==> src/rtl/div_pkg.sv <==
// Shared constants and types for the iterative divide / HI-LO unit.
package div_pkg;

    localparam int unsigned DIV_WIDTH = 32;
    localparam int unsigned DIV_CNT_W = $clog2(DIV_WIDTH);

    typedef enum logic [1:0] {
        IDLE = 2'd0,
        ITER = 2'd1,
        FIX  = 2'd2
    } div_state_e;

endpackage

==> src/rtl/div_hilo_unit_if.sv <==
// Execute-stage bus between control/datapath and the divide / HI-LO unit.
interface div_hilo_unit_if import div_pkg::*; #(
    parameter int unsigned WIDTH = DIV_WIDTH
) ();

    logic             start;
    logic             is_signed;
    logic [WIDTH-1:0] dividend;
    logic [WIDTH-1:0] divisor;
    logic             hi_we;
    logic             lo_we;
    logic [WIDTH-1:0] wdata;
    logic             mf_req;
    logic [WIDTH-1:0] hi;
    logic [WIDTH-1:0] lo;
    logic             busy;
    logic             done;
    logic             div_by_zero;
    logic             stall;

    modport master (
        output start, is_signed, dividend, divisor, hi_we, lo_we, wdata, mf_req,
        input  hi, lo, busy, done, div_by_zero, stall
    );

    modport slave (
        input  start, is_signed, dividend, divisor, hi_we, lo_we, wdata, mf_req,
        output hi, lo, busy, done, div_by_zero, stall
    );

endinterface

==> src/rtl/div_step.sv <==
// One restoring-division iteration: shift {rem, quo} left, subtract divisor if it fits.
module div_step import div_pkg::*; #(
    parameter int unsigned WIDTH = DIV_WIDTH
) (
    input  logic [WIDTH-1:0] rem_in,
    input  logic [WIDTH-1:0] quo_in,
    input  logic [WIDTH-1:0] divisor,
    output logic [WIDTH-1:0] rem_out,
    output logic [WIDTH-1:0] quo_out
);

    // One extra bit keeps the shifted remainder exact for divisors above 2^(WIDTH-1)
    logic [WIDTH:0] shifted;
    logic [WIDTH:0] diff;
    logic           fits;

    always_comb begin
        shifted = {rem_in, quo_in[WIDTH-1]};
        diff    = shifted - {1'b0, divisor};
        fits    = (shifted >= {1'b0, divisor});
        rem_out = fits ? diff[WIDTH-1:0] : shifted[WIDTH-1:0];
        quo_out = {quo_in[WIDTH-2:0], fits};
    end

endmodule

==> src/rtl/div_hilo_unit.sv <==
// Iterative DIV/DIVU with architectural HI/LO registers and MTHI/MTLO/MFHI/MFLO support.
module div_hilo_unit import div_pkg::*; #(
    parameter int unsigned WIDTH = DIV_WIDTH
) (
    input  logic           clk,
    input  logic           reset,
    div_hilo_unit_if.slave bus
);

    localparam int unsigned CW = $clog2(WIDTH);

    div_state_e       state_q;
    div_state_e       state_d;
    logic [WIDTH-1:0] rem_q;
    logic [WIDTH-1:0] quo_q;
    logic [WIDTH-1:0] dvsr_q;
    logic [WIDTH-1:0] hi_q;
    logic [WIDTH-1:0] lo_q;
    logic [CW-1:0]    cnt_q;
    logic             q_neg_q;
    logic             r_neg_q;
    logic             busy_q;
    logic             done_q;
    logic             dbz_q;

    logic             launch;
    logic             zero_div;
    logic             a_neg;
    logic             b_neg;
    logic [WIDTH-1:0] a_mag;
    logic [WIDTH-1:0] b_mag;
    logic [WIDTH-1:0] rem_step;
    logic [WIDTH-1:0] quo_step;
    logic [WIDTH-1:0] rem_fix;
    logic [WIDTH-1:0] quo_fix;

    // Operand magnitudes; the most negative value maps onto itself as an unsigned magnitude
    always_comb begin
        a_neg   = bus.is_signed & bus.dividend[WIDTH-1];
        b_neg   = bus.is_signed & bus.divisor[WIDTH-1];
        a_mag   = a_neg ? (~bus.dividend + WIDTH'(1)) : bus.dividend;
        b_mag   = b_neg ? (~bus.divisor + WIDTH'(1)) : bus.divisor;
        quo_fix = q_neg_q ? (~quo_q + WIDTH'(1)) : quo_q;
        rem_fix = r_neg_q ? (~rem_q + WIDTH'(1)) : rem_q;
    end

    div_step #(.WIDTH(WIDTH)) u_step (
        .rem_in  (rem_q),
        .quo_in  (quo_q),
        .divisor (dvsr_q),
        .rem_out (rem_step),
        .quo_out (quo_step)
    );

    always_ff @(posedge clk) begin
        if (reset) begin
            state_q <= IDLE;
        end else begin
            state_q <= state_d;
        end
    end

    always_comb begin
        state_d  = state_q;
        launch   = 1'b0;
        zero_div = 1'b0;
        case (state_q)
            IDLE: begin
                if (bus.start) begin
                    if (bus.divisor == '0) begin
                        zero_div = 1'b1;
                    end else begin
                        launch  = 1'b1;
                        state_d = ITER;
                    end
                end
            end
            ITER: begin
                if (cnt_q == '0) begin
                    state_d = FIX;
                end
            end
            FIX: begin
                state_d = IDLE;
            end
            default: begin
                state_d = IDLE;
            end
        endcase
    end

    // Datapath, HI/LO and status flags
    always_ff @(posedge clk) begin
        if (reset) begin
            rem_q   <= '0;
            quo_q   <= '0;
            dvsr_q  <= '0;
            cnt_q   <= '0;
            q_neg_q <= 1'b0;
            r_neg_q <= 1'b0;
            hi_q    <= '0;
            lo_q    <= '0;
            busy_q  <= 1'b0;
            done_q  <= 1'b0;
            dbz_q   <= 1'b0;
        end else begin
            busy_q <= (state_d != IDLE);
            done_q <= (state_q == FIX) | zero_div;
            dbz_q  <= zero_div;

            if (launch) begin
                rem_q   <= '0;
                quo_q   <= a_mag;
                dvsr_q  <= b_mag;
                cnt_q   <= CW'(WIDTH - 1);
                q_neg_q <= a_neg ^ b_neg;
                r_neg_q <= a_neg;
            end else if (state_q == ITER) begin
                rem_q <= rem_step;
                quo_q <= quo_step;
                cnt_q <= cnt_q - CW'(1);
            end

            if (state_q == FIX) begin
                hi_q <= rem_fix;
                lo_q <= quo_fix;
            end else if (state_q == IDLE) begin
                if (bus.hi_we) begin
                    hi_q <= bus.wdata;
                end
                if (bus.lo_we) begin
                    lo_q <= bus.wdata;
                end
            end
        end
    end

    assign bus.hi          = hi_q;
    assign bus.lo          = lo_q;
    assign bus.busy        = busy_q;
    assign bus.done        = done_q;
    assign bus.div_by_zero = dbz_q;
    assign bus.stall       = busy_q & (bus.start | bus.mf_req | bus.hi_we | bus.lo_we);

endmodule
==> src/flat_wrapper.sv <==
// flat-port wrapper written by rule: the top's interface ports become plain ports
module div_hilo_unit_flat import div_pkg::*;
#(
    parameter int unsigned WIDTH = DIV_WIDTH
)
  (clk, reset, bus_start, bus_is_signed, bus_dividend, bus_divisor, bus_hi_we, bus_lo_we, bus_wdata, bus_mf_req, bus_hi, bus_lo, bus_busy, bus_done, bus_div_by_zero, bus_stall);
  div_hilo_unit_if #(.WIDTH(WIDTH)) bus_i ();
  input  logic clk;
  input  logic reset;
  input wire logic [$bits(bus_i.start)-1:0] bus_start;
  input wire logic [$bits(bus_i.is_signed)-1:0] bus_is_signed;
  input wire logic [$bits(bus_i.dividend)-1:0] bus_dividend;
  input wire logic [$bits(bus_i.divisor)-1:0] bus_divisor;
  input wire logic [$bits(bus_i.hi_we)-1:0] bus_hi_we;
  input wire logic [$bits(bus_i.lo_we)-1:0] bus_lo_we;
  input wire logic [$bits(bus_i.wdata)-1:0] bus_wdata;
  input wire logic [$bits(bus_i.mf_req)-1:0] bus_mf_req;
  output wire logic [$bits(bus_i.hi)-1:0] bus_hi;
  output wire logic [$bits(bus_i.lo)-1:0] bus_lo;
  output wire logic [$bits(bus_i.busy)-1:0] bus_busy;
  output wire logic [$bits(bus_i.done)-1:0] bus_done;
  output wire logic [$bits(bus_i.div_by_zero)-1:0] bus_div_by_zero;
  output wire logic [$bits(bus_i.stall)-1:0] bus_stall;
  assign bus_i.start = bus_start;
  assign bus_i.is_signed = bus_is_signed;
  assign bus_i.dividend = bus_dividend;
  assign bus_i.divisor = bus_divisor;
  assign bus_i.hi_we = bus_hi_we;
  assign bus_i.lo_we = bus_lo_we;
  assign bus_i.wdata = bus_wdata;
  assign bus_i.mf_req = bus_mf_req;
  assign bus_hi = bus_i.hi;
  assign bus_lo = bus_i.lo;
  assign bus_busy = bus_i.busy;
  assign bus_done = bus_i.done;
  assign bus_div_by_zero = bus_i.div_by_zero;
  assign bus_stall = bus_i.stall;
  div_hilo_unit #(.WIDTH(WIDTH)) u_core (.clk(clk), .reset(reset), .bus(bus_i));
endmodule
==> config.mk <==
export PLATFORM = sky130hd
export DESIGN_NAME = div_hilo_unit_flat
export DESIGN_NICKNAME = d
export VERILOG_FILES = /design/src/rtl/div_pkg.sv /design/src/rtl/div_hilo_unit_if.sv /design/src/rtl/div_step.sv /design/src/rtl/div_hilo_unit.sv /design/src/flat_wrapper.sv
export SDC_FILE = /design/constraint.sdc
export NUM_CORES = 1
export LEC_CHECK = 0
export ABC_AREA = 1
export BUFFER_PORTS_ARGS = -buffer_cell sky130_fd_sc_hd__buf_2
export CORE_MARGIN = 2
export CORE_UTILIZATION = 65
export CTS_BUF_LIST = sky130_fd_sc_hd__clkbuf_8
export CTS_CLUSTER_SIZE = 12
export DETAILED_ROUTE_END_ITERATION = 8
export PLACE_DENSITY = 0.88
export SYNTH_ARGS = -nofsm -noshare
export SYNTH_HDL_FRONTEND = slang
export SYNTH_HIERARCHICAL = 1
export SYNTH_SLANG_ARGS = --single-unit
==> constraint.sdc <==
create_clock -name clk -period 3.1 [get_ports clk]
set_input_delay 0.31 -clock clk [delete_from_list [all_inputs] [get_ports clk]]
set_output_delay 0.31 -clock clk [all_outputs]
set_load 0.02 [all_outputs]
==> flow_summary.ini, run 1 <==
[status]
status = finished clean

[logic_synthesis]
synth_seq_cells = 172
synth_edf_count = 0
syn_inst = 2384
synth_common_cells = 745 x nand2_1, 306 x inv_1, 220 x nand3_1
yosys_warnings = 6
syn-mean-instance-area_sq_um = 5.84
synthesis.nets = 2526
yosysSeqAreaShare_pct = 24.7
synth_top_area_share_pct = 24.7
ys.flop_type = dfxtp_1
synth.cell_area_sq_um = 13900
yosysUniqueCellTypes = 45
yosysMostFrequentCell = nand2_1
netlist_top_cells_area = dfxtp_1 25%, nand2_1 20%, inv_1 8.3%
async_reset_ff_share_pct = 0
synth_top_area_cell = dfxtp_1

[run]
timing.max_cap.violations = 0

[clocking]
cts_max_path_buffers = 2
htreeDepth = 4
hold_buffers = 0
numCtsBuffers = 17
numClockSinks = 172
postCtsSetupBuffers = 0
cts_root_buf = clkbuf_8
clkTransAtPathRegs_ns = 0.10
cts_tree = yes
cts_resized = 0
clk_latency_ns = 0.47

[power_and_ir_drop]
netSwitchingFraction_pct = 40.7
p_seq_share_pct = 40.4
clkPwrFrac_pct = 25.5
p_comb_share_pct = 34.0
p_switching_w = 0.00264
ir_drop_mv = 0.374
power_density_nw_per_um2 = 432
power_w = 0.00647
leakagePower_nw = 7.61
p_int_w = 0.00383

[floorplan]
fp.dieH_um = 150
fp-row-count = 53
die_x_um = 150
coreArea_sq_um = 21000
start_util_pct = 66.2
die_area_sq_um = 22600
pin_count = 171

[global_routing]
grt.overflow.total = 0
grt_pass1_vias = 14259
grt_pass1_wl_um = 72400
grt_usage_pct = 40.4
grt_max_degree = 67
antenna_found_initial = 0

[cells_and_area]
synthToLayoutAreaGrowth_pct = 7.76
n_fill_cell = 1904
insertedDiodeCount = 0
drive_gt1_share_pct = 11.2
post-route-util_pct = 71.3
fin_nets = 2615

[worst_setup_path]
path_cells = inv_1 > ha_1 > nand4_1 > nor3_2 > nand2_1 > nand2_1 > nor2_4 > nand2_8 > o21ai_0 > nand2_1 > a21oi_1
r2r_slack_ns = 0.26
crit_slowest_cell = nor2_4
cpPeakStageDelay_ns = 0.49
cp_data_required_time_ns = 3.50
cp_max_fo = 35
worstSetupPathType = reg -> reg
r2r-start = u_core/quo_q[31]$_SDFFE_PP0P_
arrival_ns = 3.24
timing.critical_path.mode_cell = nand2_1
startpoint = u_core/quo_q[31]$_SDFFE_PP0P_
end_kind = flip-flop
crit_path_start_kind = flip-flop
ff2ff_path_depth = 11
r2r_end = u_core/rem_q[0]$_SDFFE_PP0P_

[detailed_routing]
final_antenna_net_count = 0
vias = 16292
route.detailed.drc = 0
dr.first_iter.drc_count = 2154
vias_per_cell = 5.90
wire_per_inst_um = 16.9
wirelength_um = 46700
first_pass_iters = 6

[sta]
setup_violations = 0
slew_violations = 0
rsz0062_at_grt = false
worst_pin_slew_ns = 1.27
post-route-period-util_pct = 91.6
hold_viol_final = 0
tns_ns = 0
finClkSkew_ns = 0.0142
layout_min_cycle_time_ns = 2.84
maxSlewHeadroom_pct = 15.0
fmax_mhz = 352

[placed_design]
port_buffers = 170
hpwl_um = 35900
gp_congestion = 1.07

[min_path]
whs_path_depth = 3
hp-class = in -> reg
hold_end = u_core/dvsr_q[0]$_SDFFE_PP0P_
hp-start = bus_divisor[0]
[worst max-delay path: cells and delay by family, from the launching register on]
family	cells	cell delay, ns
AO/OA/AOI/OAI	2	0.42
adder cells (fa/ha/maj)	1	0.41
buffers and inverters	1	0.12
flip-flops	1	0.48
AND/OR/NAND/NOR	7	1.33
[power groups by stage]
stage / Combinational (W) / Clock (W) / Sequential, W
after floorplan: 0.00146 / 0 / 0.00270
after global placement: 0.00208 / 0 / 0.00264
after detailed placement: 0.00212 / 0 / 0.00265
after CTS: 0.00213 / 0.00166 / 0.00260
after global routing: 0.00241 / 0.00174 / 0.00263
final: 0.00220 / 0.00165 / 0.00262
[flip-flops by register name, indices dropped and copies added (netlist names)]
register and flops:
u_core/state_q 2, u_core/rem_q 32, u_core/q_neg_q 1, u_core/bus.done 1
u_core/bus.hi 32, u_core/dvsr_q 32, u_core/bus.busy 1, u_core/r_neg_q 1
u_core/bus.lo 32, u_core/cnt_q 5, u_core/quo_q 32, u_core/bus.div_by_zero 1
[per-stage QoR]
| step | hold WS (ns) | std cells | setup slack, ns | area (sq um) |
|---|---|---|---|---|
| floorplan | 0.405 | 2384 | 1.05 | 13900 |
| global placement | 0.448 | 2728 | 0.303 | 14600 |
| detailed placement | 0.456 | 2728 | 0.315 | 14600 |
| CTS | 0.0966 | 2760 | 0.232 | 15000 |
| global route | 0.0942 | 2761 | 0.0973 | 15000 |
| finish | 0.115 | 2761 | 0.259 | 15000 |
[worst max path at each step]
stage               cells past startpoint                           end  slack, ns
detailed placement                     13  u_core/quo_q[0]$_SDFFE_PP0P_       0.32
CTS                                    13  u_core/quo_q[0]$_SDFFE_PP0P_       0.23
finish                                 11  u_core/rem_q[0]$_SDFFE_PP0P_       0.26
global placement                       11  u_core/rem_q[0]$_SDFFE_PP0P_       0.30
global route                           13  u_core/quo_q[0]$_SDFFE_PP0P_        0.1
floorplan                              15  u_core/quo_q[0]$_SDFFE_PP0P_       1.05
[logic make-up after synthesis]
group | synth area share [%]
flops | 24.7
fa+ha+maj | 3.56
compound gates | 14.2
xor+xnor | 3.34
buf+inv | 13.5
simple gates | 40.7
[metal layers]
metal | wire length, um | track usage [%] | vias up
li1 | - | - | 7794
met1 | 19200 | 55.7 | 7306
met2 | 19900 | 61.8 | 1036
met3 | 5570 | 8.67 | 156
met4 | 2050 | 15.6 | 0
met5 | 0 | 0 | -
[cell usage in the layout (no fill, tap or decap), drive strengths merged]
cell type / instances
a21oi: 158
a31oi: 36
and2: 8
o41a: 1
buf: 192
nor4: 1
xor2: 42
dfxtp: 172
xnor2: 11
fa: 1
clkinv: 4
a21o: 4
a31o: 1
bufinv: 2
a22oi: 5
clkbuf: 18
ha: 38
or2: 7
o211ai: 6
nand2: 754
o22ai: 3
clkinvlp: 2
o31ai: 2
nand3: 232
nor3: 23
nand3b: 20
inv: 316
and3: 1
nor2: 232
a211oi: 5
o21ai: 147
nand4: 41
o21a: 1
[cell type report]
| class | instances | area, sq um | share of cell area (%) |
|---|---|---|---|
| Multi-Input combinational cell | 1780 | 8620 | 57.5 |
| Sequential cell | 172 | 3440 | 23.0 |
| Clock inverter | 14 | 159 | 1.06 |
| Clock buffer | 18 | 248 | 1.65 |
| Timing Repair Buffer | 192 | 1020 | 6.78 |
| Inverter | 310 | 1160 | 7.76 |
| Tap cell | 275 | 344 | 2.29 |
No activity file was read; power rests on OpenSTA's default activity.
==> run 2, diff against run 1 <==
CORE_MARGIN = default   (was 2)
CTS_BUF_LIST = sky130_fd_sc_hd__clkbuf_2 sky130_fd_sc_hd__clkbuf_4 sky130_fd_sc_hd__clkbuf_8   (was sky130_fd_sc_hd__clkbuf_8)
==> run 2 against run 1 <==
Critical path depth is 3 higher. Count of clock-buffer cells in the layout stayed put. Worst setup slack worse by 0.033 ns. Worst hold slack better by 0.0047 ns. Flip-flop and latch count stayed put. Global-route usage is 2.5 points higher. Clock power is 6% higher. Combinational power hardly changed. Register-to-register slack worse by 0.03 ns. Largest cell class unchanged.
==> flow_summary.ini, run 2 (synthesized netlist as in run 1, its figures left out) <==
[detailed_routing]
dr.first_iter.drc_count = 2123
final_antenna_net_count = 0
vias_per_cell = 5.96
vias = 16437
wirelength_um = 47500
first_pass_iters = 8
wire_per_inst_um = 17.2
route.detailed.drc = 0

[cells_and_area]
fin_nets = 2614
synthToLayoutAreaGrowth_pct = 7.83
insertedDiodeCount = 0
drive_gt1_share_pct = 11.2
final_cell_mix = 745 x nand2_1, 305 x inv_1, 220 x nand3_1
final_common_cell = nand2_1

[sta]
worst_pin_slew_ns = 1.30
layout_min_cycle_time_ns = 2.87
finClkSkew_ns = 0.0204
post-route-period-util_pct = 92.7
slew_violations = 0
tns_ns = 0
hold_ws_ns = 0.120
hold_viol_final = 0
rsz0062_at_grt = false
fmax_mhz = 348
maxSlewHeadroom_pct = 13.6
setup_violations = 0

[worst_setup_path]
cp.buffers_inverters = 1
end_kind = flip-flop
path_cells = inv_1 > ha_1 > nand2_1 > nor2_1 > nand2_1 > nor2_2 > nand2_1 > nand2_1 > nor2_4 > nand2_8 > nand2_1 > o21ai_0 > a21oi_1 > nor2_1
cpPeakStageDelay_ns = 0.51
arrival_ns = 3.22
crit_slowest_cell = nor2_4
cp_top_family = simple AND/OR/NAND/NOR gates
timing.critical_path.mode_cell = nand2_1
crit_path_start_kind = flip-flop
cp_max_fo = 35
r2r_slack_ns = 0.23
cp_data_required_time_ns = 3.45
worstSetupPathType = reg -> reg

[clocking]
cts_tree = yes
clk_latency_ns = 0.48
cts_max_path_buffers = 2
cts_resized = 0
htreeDepth = 4
cts_root_buf = clkbuf_8
hold_buffers = 0
numClockSinks = 172
numCtsBuffers = 17
postCtsSetupBuffers = 0
clkTransAtPathRegs_ns = 0.11

[power_and_ir_drop]
ir_drop_mv = 0.304
leakagePower_nw = 7.61
power_density_nw_per_um2 = 438

[floorplan]
pin_count = 171
start_util_pct = 66.2
coreArea_sq_um = 21000
die_x_um = 148
die_area_sq_um = 22000
fp-row-count = 53
fp.dieH_um = 148

[placed_design]
gp_congestion = 1.08
hpwl_um = 36600
port_buffers = 170

[global_routing]
antenna_found_initial = 0
grtUsageMet3_pct = 8.01
met1_usage_pct = 59.3
grt_max_degree = 70
grt.overflow.total = 0
top_usage_layer = met2
grt_pass1_wl_um = 74400
grt_pass1_vias = 14434
grt_use_met2_pct = 65.9
grt_usage_pct = 42.9

[run]
timing.max_cap.violations = 0

[min_path]
hp-class = in -> reg

[status]
status = finished clean
==> run 2: cell types whose count changed in the layout (fill, tap and decap cells not counted), sizes merged <==
| cell | before | now |
|---|---|---|
| clkinv | 4 | 1 |
| inv | 316 | 317 |
| bufinv | 2 | 3 |
| buf | 192 | 191 |
==> run 2: stage by stage <==
| step | worst slack [ns] | power, W | instance area (sq um) | utilization [%] | instances |
|---|---|---|---|---|---|
| after floorplan | 1.05 | 0.00416 | 13900 | - | 2384 |
| after CTS | 0.212 | 0.00648 | 15000 | 71.3 | 2758 |
| after global placement | 0.316 | 0.00473 | 14600 | 69.3 | 2727 |
| after detailed placement | 0.249 | 0.00477 | 14600 | 69.3 | 2727 |
| after global routing | 0.102 | 0.00689 | 15000 | 71.4 | 2759 |
| final | 0.226 | 0.00658 | 15000 | 71.4 | 2759 |
==> run 2: layer usage <==
metal	part of all wire, %	routed length [um]
met2	43	20400
met3	13	6100
met5	0	0
met1	41	19300
met4	3.5	1650
==> run 2: worst paths after layout <==
| kind | start | end | cells past startpoint |
|---|---|---|---|
| max | u_core/dvsr_q[21]$_SDFFE_PP0P_ | u_core/quo_q[0]$_SDFFE_PP0P_ | 14 |
| min | bus_divisor[1] | u_core/dvsr_q[1]$_SDFFE_PP0P_ | 3 |
| max reg2reg | u_core/dvsr_q[21]$_SDFFE_PP0P_ | u_core/quo_q[0]$_SDFFE_PP0P_ | 14 |
| min reg2reg | u_core/dvsr_q[31]$_SDFFE_PP0P_ | u_core/dvsr_q[31]$_SDFFE_PP0P_ | 2 |
==> run 2: power breakdown <==
group          internal, W  switching (W)
sequential         0.00242       0.000192
clock             0.000837       0.000913
combinational     0.000654        0.00156
total              0.00392        0.00266
==> run 2: cell type report <==
type / instances / area [sq um]
multi-input cells: 1780 / 8620
fillers: 1886 / 6020
flip-flops and latches: 172 / 3440
inverters: 310 / 1160
repair buffers: 191 / 1010
well taps: 275 / 344
clock buffers: 18 / 248
clock inverters: 13 / 176
==> run 2: worst reg2reg max path, cell delays in order, from the launching register on <==
cell	delay (ns)
dfxtp_1	0.37
inv_1	0.13
ha_1	0.37
nand2_1	0.15
nor2_1	0.10
nand2_1	0.10
nor2_2	0.06
nand2_1	0.08
nand2_1	0.14
nor2_4	0.51
nand2_8	0.27
nand2_1	0.16
o21ai_0	0.10
a21oi_1	0.15
nor2_1	0.06
